[config.mk]
export PLATFORM = sky130hd
export DESIGN_NAME = spi_master_gen_flat
export DESIGN_NICKNAME = d
export VERILOG_FILES = /design/src/rtl/spi_master_gen_if.sv /design/src/rtl/spi_master_gen.sv /design/src/flat_wrapper.sv
export SDC_FILE = /design/constraint.sdc
export NUM_CORES = 1
export LEC_CHECK = 0
export ABC_CLOCK_PERIOD_IN_PS = 2200
export BUFFER_PORTS_ARGS = -buffer_cell sky130_fd_sc_hd__buf_2
export CAP_MARGIN = 25
export CORE_AREA = 2 2 66 68
export DETAILED_ROUTE_END_ITERATION = 12
export DIE_AREA = 0 0 68 70
export PLACE_DENSITY = 0.76
export SYNTH_ARGS = -nofsm -noshare
export SYNTH_HDL_FRONTEND = slang
export SYNTH_SLANG_ARGS = --single-unit
[constraint.sdc]
create_clock -name clk -period 2.2 [get_ports clk]
set_input_delay 0.44 -clock clk [delete_from_list [all_inputs] [get_ports clk]]
set_output_delay 0.44 -clock clk [all_outputs]
set_load 0.005 [all_outputs]
[src/rtl/spi_master_gen_if.sv]
// Bundles the transfer handshake and SPI pin signals of spi_master_gen.
interface spi_master_gen_if #(
  parameter int unsigned DATA_W = 8,
  parameter int unsigned NUM_CS = 1,
  parameter int unsigned CS_W   = 3
);
  logic              start;
  logic [DATA_W-1:0] tx_data;
  logic [CS_W-1:0]   cs_sel;
  logic              cpol;
  logic              cpha;
  logic              busy;
  logic              done;
  logic [DATA_W-1:0] rx_data;
  logic              sclk;
  logic              mosi;
  logic              miso;
  logic [NUM_CS-1:0] ssel_n;

  // Side of the SPI master block itself
  modport master (
    input  start, tx_data, cs_sel, cpol, cpha, miso,
    output busy, done, rx_data, sclk, mosi, ssel_n
  );

  // Side of the controller issuing transfers and the attached SPI device
  modport slave (
    output start, tx_data, cs_sel, cpol, cpha, miso,
    input  busy, done, rx_data, sclk, mosi, ssel_n
  );
endinterface

[src/rtl/spi_master_gen.sv]
// Parametrised full-duplex SPI master: configurable width, SCLK divider,
// chip-select count and per-transfer CPOL/CPHA, with start/busy/done handshake.
module spi_master_gen #(
  parameter int unsigned DATA_W  = 8,
  parameter int unsigned CLK_DIV = 4,
  parameter int unsigned NUM_CS  = 1,
  parameter int unsigned CS_W    = 3
) (
  input  logic              clk,
  input  logic              rst,
  spi_master_gen_if.master  bus
);

  localparam int unsigned TICK_W    = $clog2(CLK_DIV);
  localparam int unsigned NUM_EDGES = 2 * DATA_W;
  localparam int unsigned EDGE_W    = $clog2(NUM_EDGES + 1);

  typedef enum logic [1:0] {S_IDLE, S_SETUP, S_XFER, S_HOLD} state_e;

  state_e              state_q, state_d;
  logic [TICK_W-1:0]   tick_q, tick_d;
  logic [EDGE_W-1:0]   edge_q, edge_d;
  logic [DATA_W-1:0]   tx_sh_q, tx_sh_d;
  logic [DATA_W-1:0]   rx_sh_q, rx_sh_d;
  logic                cpol_q, cpol_d;
  logic                cpha_q, cpha_d;
  logic                miso_q;
  logic                busy_q, busy_d;
  logic                done_q, done_d;
  logic [DATA_W-1:0]   rx_data_q, rx_data_d;
  logic                sclk_q, sclk_d;
  logic                mosi_q, mosi_d;
  logic [NUM_CS-1:0]   ssel_n_q, ssel_n_d;

  logic                tick_last;
  logic                edge_go;
  logic                edge_lead;
  logic                edge_last;
  logic [NUM_CS-1:0]   sel_dec;

  assign tick_last = (tick_q == TICK_W'(CLK_DIV - 1));
  assign edge_lead = ~edge_q[0];
  assign edge_last = (edge_q == EDGE_W'(NUM_EDGES - 1));

  // Active-low one-hot select; out-of-range indices select nothing
  always_comb begin
    sel_dec = '1;
    for (int unsigned i = 0; i < NUM_CS; i++) begin
      sel_dec[i] = (bus.cs_sel != CS_W'(i));
    end
  end

  // Next-state, shift-register and registered-output logic
  always_comb begin
    state_d   = state_q;
    tick_d    = tick_q;
    edge_d    = edge_q;
    tx_sh_d   = tx_sh_q;
    rx_sh_d   = rx_sh_q;
    cpol_d    = cpol_q;
    cpha_d    = cpha_q;
    busy_d    = busy_q;
    done_d    = 1'b0;
    rx_data_d = rx_data_q;
    sclk_d    = sclk_q;
    mosi_d    = mosi_q;
    ssel_n_d  = ssel_n_q;
    edge_go   = 1'b0;

    case (state_q)
      S_IDLE: begin
        tick_d   = '0;
        busy_d   = 1'b0;
        sclk_d   = cpol_q;
        mosi_d   = 1'b0;
        ssel_n_d = '1;
        if (bus.start) begin
          state_d  = S_SETUP;
          busy_d   = 1'b1;
          cpol_d   = bus.cpol;
          cpha_d   = bus.cpha;
          sclk_d   = bus.cpol;
          edge_d   = '0;
          ssel_n_d = sel_dec;
          // With cpha=0 the MSB is presented before the first edge
          if (bus.cpha) begin
            mosi_d  = 1'b0;
            tx_sh_d = bus.tx_data;
          end else begin
            mosi_d  = bus.tx_data[DATA_W-1];
            tx_sh_d = {bus.tx_data[DATA_W-2:0], 1'b0};
          end
        end
      end
      S_SETUP: begin
        tick_d = tick_q + TICK_W'(1);
        if (tick_last) begin
          state_d = S_XFER;
          tick_d  = '0;
          edge_go = 1'b1;
        end
      end
      S_XFER: begin
        tick_d = tick_q + TICK_W'(1);
        if (tick_last) begin
          tick_d = '0;
          if (edge_q == EDGE_W'(NUM_EDGES)) begin
            state_d = S_HOLD;
          end else begin
            edge_go = 1'b1;
          end
        end
      end
      S_HOLD: begin
        tick_d = tick_q + TICK_W'(1);
        if (tick_last) begin
          state_d   = S_IDLE;
          tick_d    = '0;
          busy_d    = 1'b0;
          done_d    = 1'b1;
          rx_data_d = rx_sh_q;
          sclk_d    = cpol_q;
          mosi_d    = 1'b0;
          ssel_n_d  = '1;
        end
      end
      default: state_d = S_IDLE;
    endcase

    // One SCLK edge: sample on the phase-selected edge, shift out on the other
    if (edge_go) begin
      edge_d = edge_q + EDGE_W'(1);
      sclk_d = ~sclk_q;
      if (edge_lead != cpha_q) begin
        rx_sh_d = {rx_sh_q[DATA_W-2:0], miso_q};
      end else if (!edge_last) begin
        mosi_d  = tx_sh_q[DATA_W-1];
        tx_sh_d = {tx_sh_q[DATA_W-2:0], 1'b0};
      end
    end
  end

  // State and output registers with synchronous reset
  always_ff @(posedge clk) begin
    if (rst) begin
      state_q   <= S_IDLE;
      tick_q    <= '0;
      edge_q    <= '0;
      tx_sh_q   <= '0;
      rx_sh_q   <= '0;
      cpol_q    <= 1'b0;
      cpha_q    <= 1'b0;
      miso_q    <= 1'b0;
      busy_q    <= 1'b0;
      done_q    <= 1'b0;
      rx_data_q <= '0;
      sclk_q    <= 1'b0;
      mosi_q    <= 1'b0;
      ssel_n_q  <= '1;
    end else begin
      state_q   <= state_d;
      tick_q    <= tick_d;
      edge_q    <= edge_d;
      tx_sh_q   <= tx_sh_d;
      rx_sh_q   <= rx_sh_d;
      cpol_q    <= cpol_d;
      cpha_q    <= cpha_d;
      miso_q    <= bus.miso;
      busy_q    <= busy_d;
      done_q    <= done_d;
      rx_data_q <= rx_data_d;
      sclk_q    <= sclk_d;
      mosi_q    <= mosi_d;
      ssel_n_q  <= ssel_n_d;
    end
  end

  assign bus.busy    = busy_q;
  assign bus.done    = done_q;
  assign bus.rx_data = rx_data_q;
  assign bus.sclk    = sclk_q;
  assign bus.mosi    = mosi_q;
  assign bus.ssel_n  = ssel_n_q;

endmodule

[src/flat_wrapper.sv]
// flat-port wrapper written by rule: the top's interface ports become plain ports
module spi_master_gen_flat 
#(
  parameter int unsigned DATA_W  = 8,
  parameter int unsigned CLK_DIV = 4,
  parameter int unsigned NUM_CS  = 1,
  parameter int unsigned CS_W    = 3
)
  (clk, rst, bus_start, bus_tx_data, bus_cs_sel, bus_cpol, bus_cpha, bus_miso, bus_busy, bus_done, bus_rx_data, bus_sclk, bus_mosi, bus_ssel_n);
  spi_master_gen_if #(.DATA_W(DATA_W), .NUM_CS(NUM_CS), .CS_W(CS_W)) bus_i ();
  input  logic clk;
  input  logic rst;
  input wire logic [$bits(bus_i.start)-1:0] bus_start;
  input wire logic [$bits(bus_i.tx_data)-1:0] bus_tx_data;
  input wire logic [$bits(bus_i.cs_sel)-1:0] bus_cs_sel;
  input wire logic [$bits(bus_i.cpol)-1:0] bus_cpol;
  input wire logic [$bits(bus_i.cpha)-1:0] bus_cpha;
  input wire logic [$bits(bus_i.miso)-1:0] bus_miso;
  output wire logic [$bits(bus_i.busy)-1:0] bus_busy;
  output wire logic [$bits(bus_i.done)-1:0] bus_done;
  output wire logic [$bits(bus_i.rx_data)-1:0] bus_rx_data;
  output wire logic [$bits(bus_i.sclk)-1:0] bus_sclk;
  output wire logic [$bits(bus_i.mosi)-1:0] bus_mosi;
  output wire logic [$bits(bus_i.ssel_n)-1:0] bus_ssel_n;
  assign bus_i.start = bus_start;
  assign bus_i.tx_data = bus_tx_data;
  assign bus_i.cs_sel = bus_cs_sel;
  assign bus_i.cpol = bus_cpol;
  assign bus_i.cpha = bus_cpha;
  assign bus_i.miso = bus_miso;
  assign bus_busy = bus_i.busy;
  assign bus_done = bus_i.done;
  assign bus_rx_data = bus_i.rx_data;
  assign bus_sclk = bus_i.sclk;
  assign bus_mosi = bus_i.mosi;
  assign bus_ssel_n = bus_i.ssel_n;
  spi_master_gen #(.DATA_W(DATA_W), .CLK_DIV(CLK_DIV), .NUM_CS(NUM_CS), .CS_W(CS_W)) u_core (.clk(clk), .rst(rst), .bus(bus_i));
endmodule
# After elaboration in Yosys (flattened, before gate mapping)
# Cells that the tools add are included.
# Widths: inputs -> output; s select.
[totals]
output_inout_bits = 13
word_cells = 85
in_bits = 17
reg_bits = 41
[op_classes]
n_reduce_logical = 15
eq_ne = 13
bitwise = 3
add_sub_neg = 2
mux = 38
[op_table]
columns = ["cell", "n"]
rows = [
  ["$mux 8", 6],
  ["$mux 1", 16],
  ["$mux 5", 3],
  ["$mux 2", 6],
  ["$reduce_and 2->1", 6],
  ["$pmux 1 s2", 5],
  ["$ne 2x1->1 const B", 4],
  ["$pmux 2 s4", 1],
  ["$eq 2x2->1 const B", 3],
  ["$reduce_bool 2->1", 3],
  ["$reduce_bool 3->1", 2],
  ["$add 5x1->5 const B", 1],
  ["$eq 5x4->1 const B", 1],
  ["$eq 5x5->1 const B", 1],
  ["$reduce_and 5->1", 1],
  ["$pmux 2 s2", 1],
  ["$ne 3x1->1 const B", 1],
  ["$not 1->1", 3],
  ["$reduce_or 3->1", 1],
  ["$add 2x1->2 const B", 1],
  ["$eq 2x1->1 const B", 1],
  ["$logic_not 2->1", 1],
  ["$ne 2x2->1 const B", 1],
  ["$reduce_or 2->1", 1],
  ["$ne 1x1->1", 1],
]

# Depth between registers and ports, before layout
# Gate-level depths: netlist of the first run.
[logic_depth]
depth_word = 6
depth_mapped = 8
ltp_nobuf = 6

# Worst setup path after synthesis of the first run
# Ideal clock, no wire load.
[synth_path]
kind = "flip-flop to flip-flop"
start = "register u_core.state_q[0]"
end = "register u_core.rx_sh_q[2]"
period_less_slack_ps = 1735
slack_ps = 465
required_time_ps = 2128
stages_incl_launch_ff = 8
arrival_time_ps = 1664
cell_sequence = "dfxtp_1 -> inv_1 -> ha_1 -> nand3_1 -> o21ai_4 -> and2_4 -> buf_6 -> mux2i_1"
[synth_via]
elab_chain_cells = 3
word_cells_on_any_way = 4
classes_between = "eq/ne: 2; mux: 1; reduce/logical: 1"
[synth_rtl]
columns = ["item", "line_no", "source"]
rows = [
  ["start, declared", "spi_master_gen.sv:20", "state_e state_q, state_d;"],
  ["start signal, assigned", "spi_master_gen.sv:161", "state_q <= state_d;"],
  ["$eq 2x2->1 / $eq 2x1->1 (equally long branches)", "spi_master_gen.sv:70", "case (state_q)"],
  ["$pmux 1 s2 (*)", "spi_master_gen.sv:70", ""],
  ["$reduce_and 2->1 (no line) (*)", "-", ""],
  ["end signal, assigned", "spi_master_gen.sv:165", "rx_sh_q <= rx_sh_d;"],
  ["end, declared", "spi_master_gen.sv:24", "logic [DATA_W-1:0] rx_sh_q, rx_sh_d;"],
]
# Every way passes the cells marked *; elsewhere a longest branch is shown, timed or not.
# A chain may end at the register's enable or synchronous reset.

# Worst setup path after layout of the first run
[layout_path]
start = "register u_core.state_q[0]"
end = "register u_core.rx_sh_q[3]"
# Same word-level chain as after synthesis.

==> out/qor.txt, run 1 <==
Xor/xnor share of the synthesized area: 0.450%
Height of the die: 70 um
Starting Density: 46.9%
Leak: 0.883 nW
Routing usage on met3: 4.35%
Vias in the first global route: 1446
Post-Route WL: 3.83 mm
Synth-to-Final Area Change: 14.9%
R2r worst-path depth: 6
Antenna Violating Nets Remaining: 0
Combinational family with the most area after synthesis: simple AND/OR/NAND/NOR gates
FMAX: 0.507 GHz
Die width: 68 um
Async SR Flop Fraction: 0%
Worst path bufs/invs: 1
Die area: 4760 um^2
CTS Hold Bufs: 0
Vias: 1615
Total track usage: 17.3%
# port buffers: 29
Post-Synth Simple-Gate Area: 21.7%
Post-CTS setup buffer count: 0
Psw: 630 uW
CP max FO: 12
Area share of the largest cell type after synthesis: 42.2%
Wire per inst: 12.7 um
Via density: 5.37
Cells after Synth: 221
CTS Sinks: 41
Mux cell area share after synthesis: 8.30%
Setup violators final: 0
Crit path launch type: flip-flop
Yosys reg bits: 41
Final HPWL DP: 2.75 mm
Arrival @ worst endpoint: 2190 ps
Post-synth cell types: 40
CTS root buffer: clkbuf_8
Largest net degree at the start of global routing: 31
Slew @ Worst Pin: 506 ps
GRT met2 Usage: 25.2%
Worst slew margin: 66.3%
Part of the power in combinational logic: 27.3%
RePlAce Congestion: 0.758
CP cell instances: inv_1 > ha_1 > nand3_1 > o21ai_4 > and2_4 > mux2i_1
Worst Hold Class: primary input to flip-flop
Critical path class: flip-flop to flip-flop
H-tree levels: 2
Synth Warn #: 0
Most common cell after layout, fill and taps aside: dfxtp_1
Core Region: 4140 um^2
Minimum clock period: 1970 ps
Most frequent cells in the layout: dfxtp_1, nand2_1, buf_2
Clock power frac: 29.8%
Largest stage delay, worst path: 400 ps
Total grt overflow: 0
Post_cts resized: 0
Peak VDD IR: 0.000454 V
Synthesized area per cell: 8.80 um^2
Final Hold Viols: 0
CP delay by family, top: simple AND/OR/NAND/NOR gates
Clock transition at the registers of the reported paths: 80 ps
TNS Setup: 0 ps
Slew Limit Fails: 0
Pwr Total: 2.08 mW
Max Cap Viol: 0
Post-Synth Adder-Cell Area: 6.44%
Top area cells in the synthesized netlist: dfxtp_1, mux2i_1, nand2_1, ha_1, a21oi_1
Sw frac: 30.3%
Hold Path Depth: 2
DR DRC count: 0
RSZ-0062 raised after global routing: no
Area fraction in compound gates after synthesis: 16.0%
Pre-Repair DR Iteration Count: 4
Diodes inserted: 0
Top FF cell, synth: dfxtp_1
CTS buffer count: 5
Sequential share of power: 42.9%
First-pass GRT wire length: 6.34 mm
Post-synth top area cell: dfxtp_1
CTS tree: done
Critical Path RT: 2410 ps
Num ports: 30
Clock tree buffer depth: 2
Critical Path End Type: flip-flop
Post-synthesis cell area: 1940 um^2
Period utilization: 89.7%
Busiest metal layer after global routing: met2
Post-synth EDFFs: 0
CP max-delay cell: ha_1
Share of post-route cells with drive strength above 1: 20.1%
Syn Nets: 248
Pwr dens: 931 nW/um^2
Seq/Total Area, Yosys: 42.2%
Initial antenna violation count: 0
Worst-Skew Late Latency: 290 ps
Cell row count: 24
Outcome: complete, no violations
Clock Skew: 6.12 ps
Internal power: 1.45 mW
DR iter-0 viols: 108
CP Depth: 6
M1 GR Usage: 24.3%
Layout Nets: 275
registers in the layout, summed over array words and instances (netlist names):
signal and flops:
u_core.cpha_q 1, u_core.edge_q 5, u_core.bus.mosi 1, u_core.state_q 2, u_core.bus.done 1, u_core.tick_q 2, u_core.rx_sh_q 8, u_core.bus.busy 1
u_core.cpol_q 1, u_core.tx_sh_q 8, u_core.miso_q 1, u_core.bus.sclk 1, u_core.bus.rx_data 8, u_core.bus.ssel_n 1
synthesized netlist by cell type (all sizes together) (3+ instances only):
cell and count:
nand2 40, clkbuf 7, o221ai 8, and2 3, buf 6, dfxtp 41, nand3 19, nor2 7
a21oi 24, mux2i 15, inv 7, ha 10, nor2b 5, o21ai 4
routing by layer:
layer	vias to the layer above	wire length [um]	share of wire [%]
li1	827	-	-
met1	745	1910	50
met2	41	1730	45
met3	2	146	3.8
met4	0	34	0.89
met5	-	0	0
cell families after synthesis:
group	after synthesis
compound gates	46
xor+xnor	1
fa+ha+maj	10
buf+inv	20
flops	41
mux	16
simple gates	87
per-stage QoR:
step / instance area (um^2) / instances / worst slack, ps / hold WS (ps) / utilization [%]
floorplan: 1940 / 221 / 465 / 405 / -
global route: 2230 / 301 / 95.1 / 351 / 53.9
detailed placement: 2110 / 293 / 212 / 418 / 51.0
CTS: 2230 / 301 / 214 / 352 / 53.9
finish: 2230 / 301 / 228 / 357 / 53.9
global placement: 2110 / 293 / 343 / 416 / 51.0
final cells by class:
| class | instances | area [um^2] |
|---|---|---|
| clock buffer | 6 | 82.6 |
| clock inverter | 2 | 37.5 |
| fill | 394 | 1910 |
| inverter | 7 | 26.3 |
| multi-input combinational | 160 | 1030 |
| sequential | 41 | 821 |
| tap | 52 | 65.1 |
| timing repair buffer | 33 | 175 |
worst reg2reg max path, stage by stage, from the launching register on:
cell	delay [ps]
dfxtp_1	390
inv_1	110
ha_1	400
nand3_1	180
o21ai_4	320
and2_4	280
mux2i_1	210
power by group through the flow:
stage          Sequential [mW]  Combinational, mW  Clock [mW]
2_1_floorplan            0.896              0.441           0
3_3_place_gp             0.905              0.558           0
3_5_place_dp             0.906              0.570           0
4_1_cts                  0.890              0.573       0.641
5_1_grt                  0.902              0.639       0.677
6_report                 0.892              0.568       0.620
final timing paths:
path,from,endpoint,slack [ps]
setup / recovery,u_core.state_q[0]$_SDFFE_PP0P_,u_core.rx_sh_q[3]$_SDFFE_PP0P_,230
setup reg to reg,u_core.state_q[0]$_SDFFE_PP0P_,u_core.rx_sh_q[3]$_SDFFE_PP0P_,230
hold reg to reg,u_core.tick_q[0]$_SDFF_PP0_,u_core.tick_q[0]$_SDFF_PP0_,430
hold / removal,bus_miso,u_core.miso_q$_SDFF_PP0_,360
Note: power is estimated with default switching activity, not from simulation.
==> inputs of run 2 (changes only) <==
- RECOVER_POWER: not set -> 25
==> run 2 against run 1 <==
  * Routed wire length is essentially flat
  * Largest power group unchanged
  * Setup slack is the same
  * Maximum frequency is the same
  * Design area shrank 0.45%
  * Global-route usage is the same
  * Via count grew 0.19%
==> out/qor.txt, run 2 (synthesis results as in run 1) <==
Part of the power in combinational logic: 27.3% (about the same)
Fin cells: 301 (unchanged)
Critical Path RT: 2410 ps (about the same)
CP cell instances: inv_1 > ha_1 > nand3_1 > o21ai_4 > and2_4 > mux2i_1 (unchanged)
Total track usage: 17.3% (unchanged)
Die area: 4760 um^2 (unchanged)
Critical path class: flip-flop to flip-flop (unchanged)
Multi-input gate area: 1030 um^2 (unchanged)
Height of the die: 70 um (unchanged)
Critical Path End Type: flip-flop (unchanged)
Hold slack: 357 ps (about the same)
DR DRC count: 0 (unchanged)
DR iter-0 viols: 108 (unchanged)
Pre-Repair DR Iteration Count: 4 (unchanged)
Period utilization: 89.7% (unchanged)
CTS tree: done (unchanged)
RSZ-0062 raised after global routing: no (unchanged)
Synth-to-Final Area Change: 14.4% (was 14.9%)
Initial antenna violation count: 0 (unchanged)
CP max FO: 12 (unchanged)
Worst-Skew Late Latency: 290 ps (about the same)
TNS Setup: 0 ps (unchanged)
Wire per inst: 12.7 um (about the same)
Clock tree buffer depth: 2 (unchanged)
Placed Cells: 293 (unchanged)
Vias: 1618 (was 1615)
Met2 WL: 1.73 mm (about the same)
Num ports: 30 (unchanged)
Final Hold Viols: 0 (unchanged)
Leak: 0.858 nW (was 0.883 nW)
Core Region: 4140 um^2 (unchanged)
H-tree levels: 2 (unchanged)
First-pass GRT wire length: 6.34 mm (unchanged)
Via density: 5.38 (was 5.37)
Post-CTS setup buffer count: 0 (unchanged)
Post-Route WL: 3.83 mm (about the same)
Clock Skew: 6.12 ps (about the same)
Die width: 68 um (unchanged)
Most frequent cells in the layout: dfxtp_1, nand2_1, a21oi_1, buf_2, nand3_1 (was dfxtp_1, nand2_1, buf_2)
CP max-delay cell: ha_1 (unchanged)
Antenna Violating Nets Remaining: 0 (unchanged)
Cell row count: 24 (unchanged)
Outcome: complete, no violations (unchanged)
Total grt overflow: 0 (unchanged)
FMAX: 0.507 GHz (unchanged)
Sequential share of power: 42.9% (about the same)
Diodes inserted: 0 (unchanged)
# port buffers: 29 (unchanged)
Pwr dens: 935 nW/um^2 (was 931 nW/um^2)
Starting Density: 46.9% (unchanged)
Worst slew margin: 11.5% (was 66.3%)
Layout Nets: 275 (unchanged)
Largest net degree at the start of global routing: 31 (unchanged)
Sw frac: 30.3% (about the same)
Max Cap Viol: 0 (unchanged)
Largest stage delay, worst path: 400 ps (about the same)
Minimum clock period: 1970 ps (unchanged)
Worst Hold Class: primary input to flip-flop (unchanged)
CTS root buffer: clkbuf_8 (unchanged)
CTS Sinks: 41 (unchanged)
Slew @ Worst Pin: 1330 ps (was 506 ps)
Register area: 821 um^2 (unchanged)
Crit path launch type: flip-flop (unchanged)
Most common cell after layout, fill and taps aside: dfxtp_1 (unchanged)
Peak VDD IR: 0.000456 V (was 0.000454 V)
Slew Limit Fails: 0 (unchanged)
Wire length on met1: 1.92 mm (was 1.91 mm)
Vias in the first global route: 1446 (unchanged)
Arrival @ worst endpoint: 2190 ps (about the same)
Psw: 631 uW (was 630 uW)
Final HPWL DP: 2.75 mm (unchanged)
Metal3 WL: 142 um (was 146 um)
Internal power: 1.45 mW (about the same)
Setup violators final: 0 (unchanged)
Clock transition at the registers of the reported paths: 80 ps (about the same)
Uppermost layer routed: met4 (unchanged)
Post_cts resized: 0 (unchanged)
Clock power frac: 29.9% (was 29.8%)
CTS buffer count: 5 (unchanged)
RePlAce Congestion: 0.758 (unchanged)
CTS Hold Bufs: 0 (unchanged)
Share of post-route cells with drive strength above 1: 17.7% (was 20.1%)
Filler cells: 395 (was 394)
[run 2: changes by cell type in the layout (fill, tap and decap cells not counted)]
| cell | change |
|---|---|
| buf_4 | -1 |
| buf_2 | -5 |
| clkbuf_1 | +6 |
[run 2: layout make-up]
cell class | count | share of cell area (%)
Tap cell | 52 | 2.92
Multi-Input combinational cell | 160 | 46.2
Inverter | 7 | 1.18
Clock inverter | 2 | 1.69
Timing Repair Buffer | 33 | 7.42
Sequential cell | 41 | 36.9
Clock buffer | 6 | 3.71
[run 2: worst paths after layout]
check                                       from                        endpoint  slack, ps  depth (start not counted)
hold reg to reg      u_core.tick_q[0]$_SDFF_PP0_     u_core.tick_q[0]$_SDFF_PP0_        430                          1
setup / recovery  u_core.state_q[0]$_SDFFE_PP0P_  u_core.rx_sh_q[3]$_SDFFE_PP0P_        230                          6
setup reg to reg  u_core.state_q[0]$_SDFFE_PP0P_  u_core.rx_sh_q[3]$_SDFFE_PP0P_        230                          6
hold / removal                          bus_miso        u_core.miso_q$_SDFF_PP0_        360                          2
[run 2: stage by stage]
stage | utilization, % | cell area [um^2] | setup slack (ps) | power (mW)
finish | 53.7 | 2220 | 228 | 2.08
global route | 53.7 | 2220 | 82.0 | 2.22
CTS | 53.9 | 2230 | 214 | 2.10
detailed placement | 51.0 | 2110 | 212 | 1.48
global placement | 51.0 | 2110 | 343 | 1.46
floorplan | - | 1940 | 465 | 1.34
[run 2: power groups by stage]
stage / clock [mW] / sequential, mW / combinational (mW)
finish: 0.621 / 0.892 / 0.567
detailed placement: 0 / 0.906 / 0.570
CTS: 0.641 / 0.890 / 0.573
global route: 0.677 / 0.902 / 0.638
floorplan: 0 / 0.896 / 0.441
global placement: 0 / 0.905 / 0.558
[run 2: metal layers]
layer / track usage (%) / up-vias
met5: 0 / -
met4: 6.67 / 0
met3: 4.35 / 2
met2: 25.2 / 41
met1: 24.3 / 748
li1: - / 827
[run 2: critical path: cells and delay by family, from the launching register on]
| family | cells | cell delay (ps) |
|---|---|---|
| buf+inv | 1 | 110 |
| flops | 1 | 390 |
| fa+ha+maj | 1 | 400 |
| mux | 1 | 210 |
| compound gates | 1 | 320 |
| simple gates | 2 | 460 |
